--- src/rtl/wb_uart_fifo.sv ---
// Wishbone UART with 8N1 TX/RX FIFOs, programmable baud divisor and a level
// interrupt. Receive path is 16x oversampled behind a 2-FF synchronizer.
module wb_uart_fifo #(
    parameter int clk_freq        = 50000000,
    parameter int baud            = 115200,
    parameter int fifo_depth_log2 = 4
) (
    input  logic        clk,
    input  logic        reset_n,
    input  logic [31:0] wb_adr_i,
    input  logic [31:0] wb_dat_i,
    output logic [31:0] wb_dat_o,
    input  logic [3:0]  wb_sel_i,
    input  logic        wb_stb_i,
    input  logic        wb_cyc_i,
    input  logic        wb_we_i,
    output logic        wb_ack_o,
    output logic        intr,
    input  logic        uart_rxd,
    output logic        uart_txd
);

    localparam int DEPTH   = 2 ** fifo_depth_log2;
    localparam int AW      = fifo_depth_log2;
    localparam int CW      = fifo_depth_log2 + 1;
    localparam int DIV_RAW = clk_freq / (16 * baud);

    localparam logic [15:0]   RESET_DIV = (DIV_RAW < 1) ? 16'd1 : 16'(DIV_RAW);
    localparam logic [CW-1:0] FULL_CNT  = CW'(DEPTH);

    typedef enum logic [1:0] {
        TX_IDLE, TX_START, TX_DATA, TX_STOP
    } tx_state_t;

    typedef enum logic [2:0] {
        RX_IDLE, RX_START, RX_DATA, RX_STOP, RX_WAIT
    } rx_state_t;

    // ---------------- bus decode ----------------
    logic       req;
    logic [1:0] reg_sel;
    logic       wr_en;
    logic       rd_en;
    logic       data_wr;
    logic       stat_wr;
    logic       ctrl_wr;
    logic       div_wr;
    logic       data_rd;

    assign req     = wb_stb_i & wb_cyc_i & ~wb_ack_o;
    assign reg_sel = wb_adr_i[3:2];
    assign wr_en   = req & wb_we_i & wb_sel_i[0];
    assign rd_en   = req & ~wb_we_i;
    assign data_wr = wr_en & (reg_sel == 2'd0);
    assign stat_wr = wr_en & (reg_sel == 2'd1);
    assign ctrl_wr = wr_en & (reg_sel == 2'd2);
    assign div_wr  = wr_en & (reg_sel == 2'd3);
    assign data_rd = rd_en & (reg_sel == 2'd0);

    logic unused;
    assign unused = &{1'b0, wb_adr_i[31:4], wb_adr_i[1:0],
                      wb_dat_i[31:16], wb_sel_i[3:1]};

    // ---------------- baud tick ----------------
    logic [15:0] div;
    logic [15:0] bcnt;
    logic        tick16;

    assign tick16 = (bcnt == div - 16'd1);

    always_ff @(posedge clk or negedge reset_n) begin
        if (!reset_n) begin
            div  <= RESET_DIV;
            bcnt <= '0;
        end else if (div_wr) begin
            div  <= (wb_dat_i[15:0] == 16'd0) ? 16'd1 : wb_dat_i[15:0];
            bcnt <= '0;
        end else if (tick16) begin
            bcnt <= '0;
        end else begin
            bcnt <= bcnt + 16'd1;
        end
    end

    // ---------------- TX FIFO ----------------
    logic [7:0]    tx_mem [DEPTH];
    logic [AW-1:0] tx_wp;
    logic [AW-1:0] tx_rp;
    logic [CW-1:0] tx_cnt;
    logic          tx_full;
    logic          tx_empty;
    logic          tx_push;
    logic          tx_pop;
    logic          tx_ovf_set;

    tx_state_t tx_state;
    logic [3:0] tx_tcnt;
    logic [2:0] tx_bit;
    logic [7:0] tx_sh;

    assign tx_full    = (tx_cnt == FULL_CNT);
    assign tx_empty   = (tx_cnt == '0);
    assign tx_pop     = tick16 & ~tx_empty &
                        ((tx_state == TX_IDLE) |
                         ((tx_state == TX_STOP) & (tx_tcnt == 4'hF)));
    assign tx_push    = data_wr & (~tx_full | tx_pop);
    assign tx_ovf_set = data_wr & tx_full & ~tx_pop;

    always_ff @(posedge clk) begin
        if (tx_push) tx_mem[tx_wp] <= wb_dat_i[7:0];
    end

    always_ff @(posedge clk or negedge reset_n) begin
        if (!reset_n) begin
            tx_wp  <= '0;
            tx_rp  <= '0;
            tx_cnt <= '0;
        end else begin
            if (tx_push) tx_wp <= tx_wp + 1'b1;
            if (tx_pop)  tx_rp <= tx_rp + 1'b1;
            unique case ({tx_push, tx_pop})
                2'b10:   tx_cnt <= tx_cnt + 1'b1;
                2'b01:   tx_cnt <= tx_cnt - 1'b1;
                default: tx_cnt <= tx_cnt;
            endcase
        end
    end

    // ---------------- TX FSM ----------------
    always_ff @(posedge clk or negedge reset_n) begin
        if (!reset_n) begin
            tx_state <= TX_IDLE;
            tx_tcnt  <= '0;
            tx_bit   <= '0;
            tx_sh    <= '0;
            uart_txd <= 1'b1;
        end else begin
            unique case (tx_state)
                TX_IDLE: begin
                    uart_txd <= 1'b1;
                    if (tx_pop) begin
                        tx_state <= TX_START;
                        tx_sh    <= tx_mem[tx_rp];
                        tx_tcnt  <= '0;
                        uart_txd <= 1'b0;
                    end
                end
                TX_START: if (tick16) begin
                    tx_tcnt <= tx_tcnt + 4'd1;
                    if (tx_tcnt == 4'hF) begin
                        tx_state <= TX_DATA;
                        tx_bit   <= '0;
                        uart_txd <= tx_sh[0];
                    end
                end
                TX_DATA: if (tick16) begin
                    tx_tcnt <= tx_tcnt + 4'd1;
                    if (tx_tcnt == 4'hF) begin
                        if (tx_bit == 3'd7) begin
                            tx_state <= TX_STOP;
                            uart_txd <= 1'b1;
                        end else begin
                            tx_bit   <= tx_bit + 3'd1;
                            tx_sh    <= {1'b0, tx_sh[7:1]};
                            uart_txd <= tx_sh[1];
                        end
                    end
                end
                TX_STOP: if (tick16) begin
                    tx_tcnt <= tx_tcnt + 4'd1;
                    if (tx_tcnt == 4'hF) begin
                        // Chain straight into the next start bit when data waits.
                        if (tx_pop) begin
                            tx_state <= TX_START;
                            tx_sh    <= tx_mem[tx_rp];
                            uart_txd <= 1'b0;
                        end else begin
                            tx_state <= TX_IDLE;
                        end
                    end
                end
                default: tx_state <= TX_IDLE;
            endcase
        end
    end

    // ---------------- RX sync + FSM ----------------
    logic rx_s1;
    logic rx_s2;

    always_ff @(posedge clk or negedge reset_n) begin
        if (!reset_n) begin
            rx_s1 <= 1'b1;
            rx_s2 <= 1'b1;
        end else begin
            rx_s1 <= uart_rxd;
            rx_s2 <= rx_s1;
        end
    end

    rx_state_t rx_state;
    logic [3:0] rx_tcnt;
    logic [2:0] rx_bit;
    logic [7:0] rx_sh;
    logic       rx_frame_end;

    assign rx_frame_end = tick16 & (rx_state == RX_STOP) & (rx_tcnt == 4'hF);

    always_ff @(posedge clk or negedge reset_n) begin
        if (!reset_n) begin
            rx_state <= RX_IDLE;
            rx_tcnt  <= '0;
            rx_bit   <= '0;
            rx_sh    <= '0;
        end else begin
            unique case (rx_state)
                RX_IDLE: if (tick16 && !rx_s2) begin
                    rx_state <= RX_START;
                    rx_tcnt  <= '0;
                end
                RX_START: if (tick16) begin
                    rx_tcnt <= rx_tcnt + 4'd1;
                    if (rx_tcnt == 4'd7) begin
                        rx_tcnt  <= '0;
                        rx_bit   <= '0;
                        rx_state <= rx_s2 ? RX_IDLE : RX_DATA;
                    end
                end
                RX_DATA: if (tick16) begin
                    rx_tcnt <= rx_tcnt + 4'd1;
                    if (rx_tcnt == 4'hF) begin
                        rx_sh  <= {rx_s2, rx_sh[7:1]};
                        rx_bit <= rx_bit + 3'd1;
                        if (rx_bit == 3'd7) rx_state <= RX_STOP;
                    end
                end
                RX_STOP: if (tick16) begin
                    rx_tcnt <= rx_tcnt + 4'd1;
                    if (rx_tcnt == 4'hF) begin
                        rx_state <= rx_s2 ? RX_IDLE : RX_WAIT;
                    end
                end
                RX_WAIT: if (rx_s2) rx_state <= RX_IDLE;
                default: rx_state <= RX_IDLE;
            endcase
        end
    end

    // ---------------- RX FIFO ----------------
    logic [7:0]    rx_mem [DEPTH];
    logic [AW-1:0] rx_wp;
    logic [AW-1:0] rx_rp;
    logic [CW-1:0] rx_cnt;
    logic          rx_full;
    logic          rx_avail;
    logic          rx_push_req;
    logic          rx_push;
    logic          rx_pop;
    logic          rx_ovr_set;
    logic          frame_err_set;

    assign rx_full       = (rx_cnt == FULL_CNT);
    assign rx_avail      = (rx_cnt != '0);
    assign rx_pop        = data_rd & rx_avail;
    assign rx_push_req   = rx_frame_end & rx_s2;
    assign rx_push       = rx_push_req & (~rx_full | rx_pop);
    assign rx_ovr_set    = rx_push_req & rx_full & ~rx_pop;
    assign frame_err_set = rx_frame_end & ~rx_s2;

    always_ff @(posedge clk) begin
        if (rx_push) rx_mem[rx_wp] <= rx_sh;
    end

    always_ff @(posedge clk or negedge reset_n) begin
        if (!reset_n) begin
            rx_wp  <= '0;
            rx_rp  <= '0;
            rx_cnt <= '0;
        end else begin
            if (rx_push) rx_wp <= rx_wp + 1'b1;
            if (rx_pop)  rx_rp <= rx_rp + 1'b1;
            unique case ({rx_push, rx_pop})
                2'b10:   rx_cnt <= rx_cnt + 1'b1;
                2'b01:   rx_cnt <= rx_cnt - 1'b1;
                default: rx_cnt <= rx_cnt;
            endcase
        end
    end

    // ---------------- registers ----------------
    logic rx_ovr;
    logic frame_err;
    logic tx_ovf;
    logic rx_ie;
    logic tx_ie;
    logic tx_idle;

    assign tx_idle = tx_empty & (tx_state == TX_IDLE);

    // A set event in the same cycle as a write-1-to-clear wins.
    always_ff @(posedge clk or negedge reset_n) begin
        if (!reset_n) begin
            rx_ovr    <= 1'b0;
            frame_err <= 1'b0;
            tx_ovf    <= 1'b0;
            rx_ie     <= 1'b0;
            tx_ie     <= 1'b0;
        end else begin
            rx_ovr    <= (rx_ovr & ~(stat_wr & wb_dat_i[3])) | rx_ovr_set;
            frame_err <= (frame_err & ~(stat_wr & wb_dat_i[4])) | frame_err_set;
            tx_ovf    <= (tx_ovf & ~(stat_wr & wb_dat_i[5])) | tx_ovf_set;
            if (ctrl_wr) begin
                rx_ie <= wb_dat_i[0];
                tx_ie <= wb_dat_i[1];
            end
        end
    end

    logic [31:0] status_w;
    logic [31:0] rd_data;

    always_comb begin
        status_w       = '0;
        status_w[15:8] = 8'(rx_cnt);
        status_w[5:0]  = {tx_ovf, frame_err, rx_ovr, tx_idle, tx_full, rx_avail};
        rd_data        = '0;
        unique case (reg_sel)
            2'd0:    rd_data = rx_avail ? {23'd0, 1'b1, rx_mem[rx_rp]} : 32'd0;
            2'd1:    rd_data = status_w;
            2'd2:    rd_data = {30'd0, tx_ie, rx_ie};
            2'd3:    rd_data = {16'd0, div};
            default: rd_data = '0;
        endcase
    end

    always_ff @(posedge clk or negedge reset_n) begin
        if (!reset_n) begin
            wb_ack_o <= 1'b0;
            wb_dat_o <= '0;
            intr     <= 1'b0;
        end else begin
            wb_ack_o <= req;
            if (rd_en) wb_dat_o <= rd_data;
            intr <= (rx_ie & rx_avail) | (tx_ie & tx_idle);
        end
    end

endmodule

--- config.mk ---
export PLATFORM = sky130hd
export DESIGN_NAME = wb_uart_fifo
export DESIGN_NICKNAME = d
export VERILOG_FILES = /design/src/rtl/wb_uart_fifo.sv
export SDC_FILE = /design/constraint.sdc
export NUM_CORES = 1
export LEC_CHECK = 0
export BUFFER_PORTS_ARGS = -buffer_cell sky130_fd_sc_hd__buf_2
export CAP_MARGIN = 20
export CORE_AREA = 4 4 171 173
export DETAILED_ROUTE_END_ITERATION = 6
export DIE_AREA = 0 0 175 177
export PLACE_DENSITY_LB_ADDON = 0.12
export SLEW_MARGIN = 20
export SYNTH_ARGS = -nofsm -noshare
export SYNTH_HDL_FRONTEND = slang
export SYNTH_SLANG_ARGS = --single-unit
export TNS_END_PERCENT = 5
--- constraint.sdc ---
create_clock -name clk -period 5.85 [get_ports clk]
set_input_delay 0.2925 -clock clk [delete_from_list [all_inputs] [get_ports clk]]
set_output_delay 0.2925 -clock clk [all_outputs]
set_load 0.02 [all_outputs]
After elaboration in Yosys (flattened, before gate mapping)
Memories as Yosys holds them, arrays and structs flattened.
Index checks and enable logic that the tools add are counted.
{ "op_classes": {"reduce_logical": 25, "mux": 69, "n_addsub": 14, "n_eq_ne": 43, "bitwise": 51} }
{ "op_table": {"columns": ["op", "count"], "rows": [
  ["$pmux W32 S4", 1],
  ["$mux W3", 19],
  ["$mux W16", 3],
  ["$mux W8", 6],
  ["$ne A2 B2 Y1 const B", 17],
  ["$and A1 B1 Y1", 33],
  ["$add A4 B1 Y4 const B", 6],
  ["$mux W4", 6],
  ["$pmux W8 S3", 1],
  ["$pmux W5 S2", 2],
  ["$mux W2", 9],
  ["$add A16 B1 Y16 const B", 1],
  ["$eq A16 B16 Y1", 1],
  ["$logic_not A16 Y1", 1],
  ["$sub A16 B1 Y16 const B", 1],
  ["$pmux W3 S5", 1],
  ["$mux W1", 14],
  ["$eq A2 B2 Y1 const B", 6],
  ["$pmux W3 S2", 2],
  ["$pmux W4 S3", 1],
  ["$reduce_and A6 Y1", 2],
  ["$not A1 Y1", 11],
  ["$add A5 B1 Y5 const B", 2],
  ["$eq A5 B5 Y1 const B", 2],
  ["other kinds (31)", 54]
]} }
{ "word_totals": {"ramBits": 256, "output_inout_bits": 35, "inputBits": 74, "mem_count": 2, "ff_bits": 135, "elab_cells": 231} }
{ "memory_table": {"columns": ["name", "words", "width", "rd", "rd_ports_with_merged_regs", "wr", "line", "rtl"], "rows": [
  ["rx_mem", 16, 8, 1, 0, 1, "250", "logic [7:0] rx_mem [DEPTH];"],
  ["tx_mem", 16, 8, 1, 0, 1, "86", "logic [7:0] tx_mem [DEPTH];"]
]} }

Logic depth before layout (Yosys ltp)
{ "depth": {"depth_word": 9, "ltp_mapped": 22, "mapped_depth_nobuf": 19} }

Worst setup path after synthesis
OpenSTA, ideal clock, no wires.
{ "synth_path": {"kind": "flip-flop to flip-flop", "start": "register div[0]", "end": "register tx_cnt[4]", "stages_incl_launch_ff": 23, "t_arrival_ns": 4.466, "setup_slack_ns": 1.258, "n_path_buf": 3, "required_ns": 5.725, "setup_time_ns": 0.125, "cell_sequence": "dfstp_2 > inv_1 > ha_1 > or4b_1 > buf_2 > nor3_1 > xnor2_1 > nand4_1 > or3_4 > nor4_2 > o21a_1 > clkbuf_1 > inv_1 > ha_1 > clkbuf_1 > xor2_1 > ha_1 > o21ai_0 > a21oi_1 > a21oi_1 > xor2_1 > nor2_1 > xor2_1"} }
{ "synth_between": {"elab_chain_cells": 8, "elab_cells_between_ends": 10, "cone_classes": "add/sub (1); eq/ne (3); mux (1); bitwise (4); reduce/logical (1)"} }
{ "synth_lines": {"columns": ["element", "line", "rtl"], "rows": [
  ["start: declaration", "65", "logic [15:0] div;"],
  ["start signal: assignment", "76", "div <= (wb_dat_i[15:0] == 16'd0) ? 16'd1 : wb_dat_i[15:0];"],
  ["$sub A16 B1 Y16 *", "69", "assign tick16 = (bcnt == div - 16'd1);"],
  ["$eq A16 B16 Y1 *", "69", null],
  ["$and A1 B1 Y1 * (2 in a row)", "103", "assign tx_pop = tick16 & ~tx_empty &"],
  ["$or A1 B1 Y1", "106", "assign tx_push = data_wr & (~tx_full | tx_pop);"],
  ["$and A1 B1 Y1", "106", null],
  ["$eq A2 B1 Y1 or $eq A2 B2 Y1 (tied branches)", "121", "unique case ({tx_push, tx_pop})"],
  ["$pmux W5 S2 or $reduce_bool A2 Y1 (tied branches)", null, null],
  ["end signal: assignment", "122", "2'b10: tx_cnt <= tx_cnt + 1'b1;"],
  ["end signal: assignment", "123", "2'b01: tx_cnt <= tx_cnt - 1'b1;"],
  ["end signal: assignment", "124", "default: tx_cnt <= tx_cnt;"],
  ["end: declaration", "89", "logic [CW-1:0] tx_cnt;"]
]} }
Mark *: on every way between the ends. The rest lies on a longest branch, timed or not.
A chain may end at the register's enable or synchronous reset.

Worst setup path in the final report
Same ends and word-level chain as after synthesis.

==> impl_metrics.toml <==
[critical_path]
critPathBufInv = 3
rr_startpoint = "div[0]$_DFFE_PN1P_"
cp_data_required_time_ps = 6260
crit_type = "reg2reg"
path_cells = "inv_1 > ha_1 > or4b_1 > nor3_1 > xnor2_1 > nand4_1 > or3_4 > nor4_2 > buf_4 > o21a_1 > inv_1 > ha_1 > xor2_1 > ha_1 > o21ai_0 > a21oi_1 > a21oi_1 > xor2_1 > nor2_1 > xor2_1"
crit_start = "div[0]$_DFFE_PN1P_"
arrival_ps = 5380
critPathTopFamily = "simple AND/OR/NAND/NOR gates"
start_kind = "register"
r2r_slack_ps = 870
r2r_cells = 20
timing.rr.end = "tx_cnt[4]$_DFFE_PN0P_"
critPathMaxFanout = 21
cp-end-kind = "register"
cpPeakStageDelay_ps = 640
cp_slowest_cell = "or4b_1"

[cts]
clock_sinks = 375
path_clk_slew_ps = 60
htreeDepth = 2
root_buffer = "clkbuf_16"
cts_buffers = 39
cts_buffer_depth = 3
insertion_delay_ps = 550
cts_resized = 0
cts_tree = "built"

[synth]
ys_seq_area_frac = 0.6387
ys_ff_latch = 375
synth_edf_count = 256
synthesis.area_um2 = 16710
syn_inst = 1133
netlist_top_cells_area = "edfxtp_1 46%, dfrtp_1 17%, mux4_2 11%"
yosys.area.top_type = "edfxtp_1"
yosysUniqueCellTypes = 65
async_flop_share = 0.3173
synth_top_area_frac = 0.4600
synth-main-ff-cell = "edfxtp_1"
yosysWarningCount = 0
synth.avg_cell_area_um2 = 14.75

[placement]
dp_cells = 1509
preCtsSetupSlack_ps = 973.5
post-dp-hpwl_um = 23570
port_buffers = 43
gp_congestion = 0.8338
place_area_um2 = 17230

[timing]
timing.fmax_mhz = 200.9
rsz0062_at_grt = "no"
worst_slack_ps = 872.6
hold_viol = 0
finalCritPeriodShare = 0.8508
clock_skew_ps = 26.52
tightestPinTransition_ps = 1015
slew_viol_final = 0
timing.final.crit_period_ps = 4977
slew_headroom = 0.3194
fin_tns_setup_ps = 0
setup_violations = 0

[detailed_routing]
viasPerCell = 5.972
firstDrtPassIters = 5
wl_per_cell_um = 22.40
routed_wl_um = 35430
num_vias = 9448
ant_nets = 0
route.detailed.drc = 0
drt_first_iter_violations = 790

[finish]
fin_nets = 1280
fill_cells = 1981
syn2layout_area_growth_pct = 10.41
fin_area_um2 = 18450
drive_above_1_share = 0.2118
diodes = 0
finalNonFillerCells = 1582

[floorplan]
coreArea_um2 = 27630
dieWidth_um = 175
die_area_um2 = 30980
io_pins = 109
start_util = 0.6049
fp.dieH_um = 177
std_cell_rows = 61

[power]
leakage_nw = 6.965
ir_drop_uv = 266.8
powerDensity_nw_per_um2 = 366.1
fin_total_pwr_mw = 6.756

[global_route]
use_met1 = 0.3424
grt_pass1_vias = 9555
track_usage = 0.2352
grtUsageMet2 = 0.3878
grtUsageMet3 = 0.03098
grt.busiest_layer = "met2"
antenna_found_initial = 0
grt_first_pass_wirelength_um = 55970
grt_max_degree = 67
grt_overflow = 0

[flow_run]
max-cap-violations = 0

[worst_hold_path]
hold_path.class = "in2reg"
min_path_cells = 2
min-delay-start = "wb_dat_i[11]"
min_to = "div[11]$_DFFE_PN0P_"

[status]
status = "completed"
synthesized netlist by cell type, types with 18 or more instances:
| master | number |
|---|---|
| dfrtp_1 | 112 |
| nor2_1 | 74 |
| nor3_1 | 18 |
| mux4_2 | 79 |
| nand2_1 | 88 |
| and3_1 | 23 |
| xor2_1 | 24 |
| ha_1 | 31 |
| a21oi_1 | 24 |
| nand3_1 | 42 |
| mux2_2 | 47 |
| o21ai_0 | 33 |
| edfxtp_1 | 256 |
| xnor2_1 | 35 |
| clkbuf_1 | 42 |
| inv_1 | 26 |
worst max path at each step:
stage | endpoint | slack [ps] | cells after the start
2_1_floorplan | tx_cnt[4]$_DFFE_PN0P_ | 1260 | 22
3_3_place_gp | tx_cnt[4]$_DFFE_PN0P_ | 1020 | 20
3_5_place_dp | tx_cnt[4]$_DFFE_PN0P_ | 970 | 20
4_1_cts | tx_cnt[4]$_DFFE_PN0P_ | 900 | 20
5_1_grt | tx_cnt[4]$_DFFE_PN0P_ | 430 | 20
6_report | tx_cnt[4]$_DFFE_PN0P_ | 870 | 20
where the power goes:
group          leakage [nW]  switching [mW]  internal, mW
Combinational          2.35           0.609         0.559
Sequential             4.03           0.273          2.98
Clock                 0.582            1.01          1.33
Total                  6.97            1.89          4.87
through the flow:
stage,hold slack (ps),util
after floorplan,-3.091,-
after global placement,347.0,0.6235
after detailed placement,348.2,0.6235
after CTS,2.434,0.6679
after global routing,9.883,0.6679
final,17.57,0.6679
state kept, by name, indices dropped and copies added, names as in the netlist, 5 cells and up:
name,cells
rx_mem,128
tx_mem,128
bcnt,16
div,16
wb_dat_o,16
rx_sh,8
tx_sh,8
rx_cnt,5
tx_cnt,5
worst register-to-register path, cell delays in order, from the launching register on:
cell,delay (ps)
dfstp_2,400
inv_1,60
ha_1,190
or4b_1,640
nor3_1,250
xnor2_1,160
nand4_1,140
or3_4,380
nor4_2,230
buf_4,210
o21a_1,510
inv_1,140
ha_1,350
xor2_1,190
ha_1,230
o21ai_0,150
a21oi_1,90
a21oi_1,170
xor2_1,160
nor2_1,70
xor2_1,150
cell usage in the layout, fill, tap and decap left out, types with 14 or more instances in the layout:
cell         n
a21oi_1     24
and3_1      23
buf_2       42
buf_4       14
clkbuf_1    17
clkbuf_16   39
conb_1      16
dfrtp_1    110
edfxtp_1   256
ha_1        31
inv_1       26
mux2_2      47
mux4_2      79
nand2_1     88
nand3_1     42
nor2_1      74
nor3_1      17
o21ai_0     33
xnor2_1     35
xor2_1      24
per-layer routing:
layer  up-vias  part of all wire  routed length (µm)
met1      4798              0.44               15480
met2       268              0.49               17460
met5         -                 0                   0
met3        49             0.052                1841
met4         0             0.018                 654
li1       4333                 -                   -
area by class of cell:
class,count,area [µm²],share of cell area
Timing Repair Buffer,58,335.3,0.01817
Tap cell,378,473.0,0.02563
Clock buffer,59,1081,0.05858
Multi-Input combinational cell,674,5664,0.3070
Clock inverter,12,125.1,0.006781
Sequential cell,375,10680,0.5786
Inverter,26,97.59,0.005289
logic make-up after synthesis:
family	share of synthesized area
DFF	0.6387
and+or+nand+nor	0.09793
muxes	0.1399
AOI/OAI and AO/OA	0.04185
buffers and inverters	0.02605
xor gates and xnor gates	0.03092
adders and majority gates	0.02441
other	0.0002244
repair_timing:
item / 4_1_cts / 5_1_grt
setup buffers: 0 / 0
hold endpoints to repair: 51 / 0
hold buffers: 2 / 0
No activity file was read; power rests on OpenSTA's default activity.
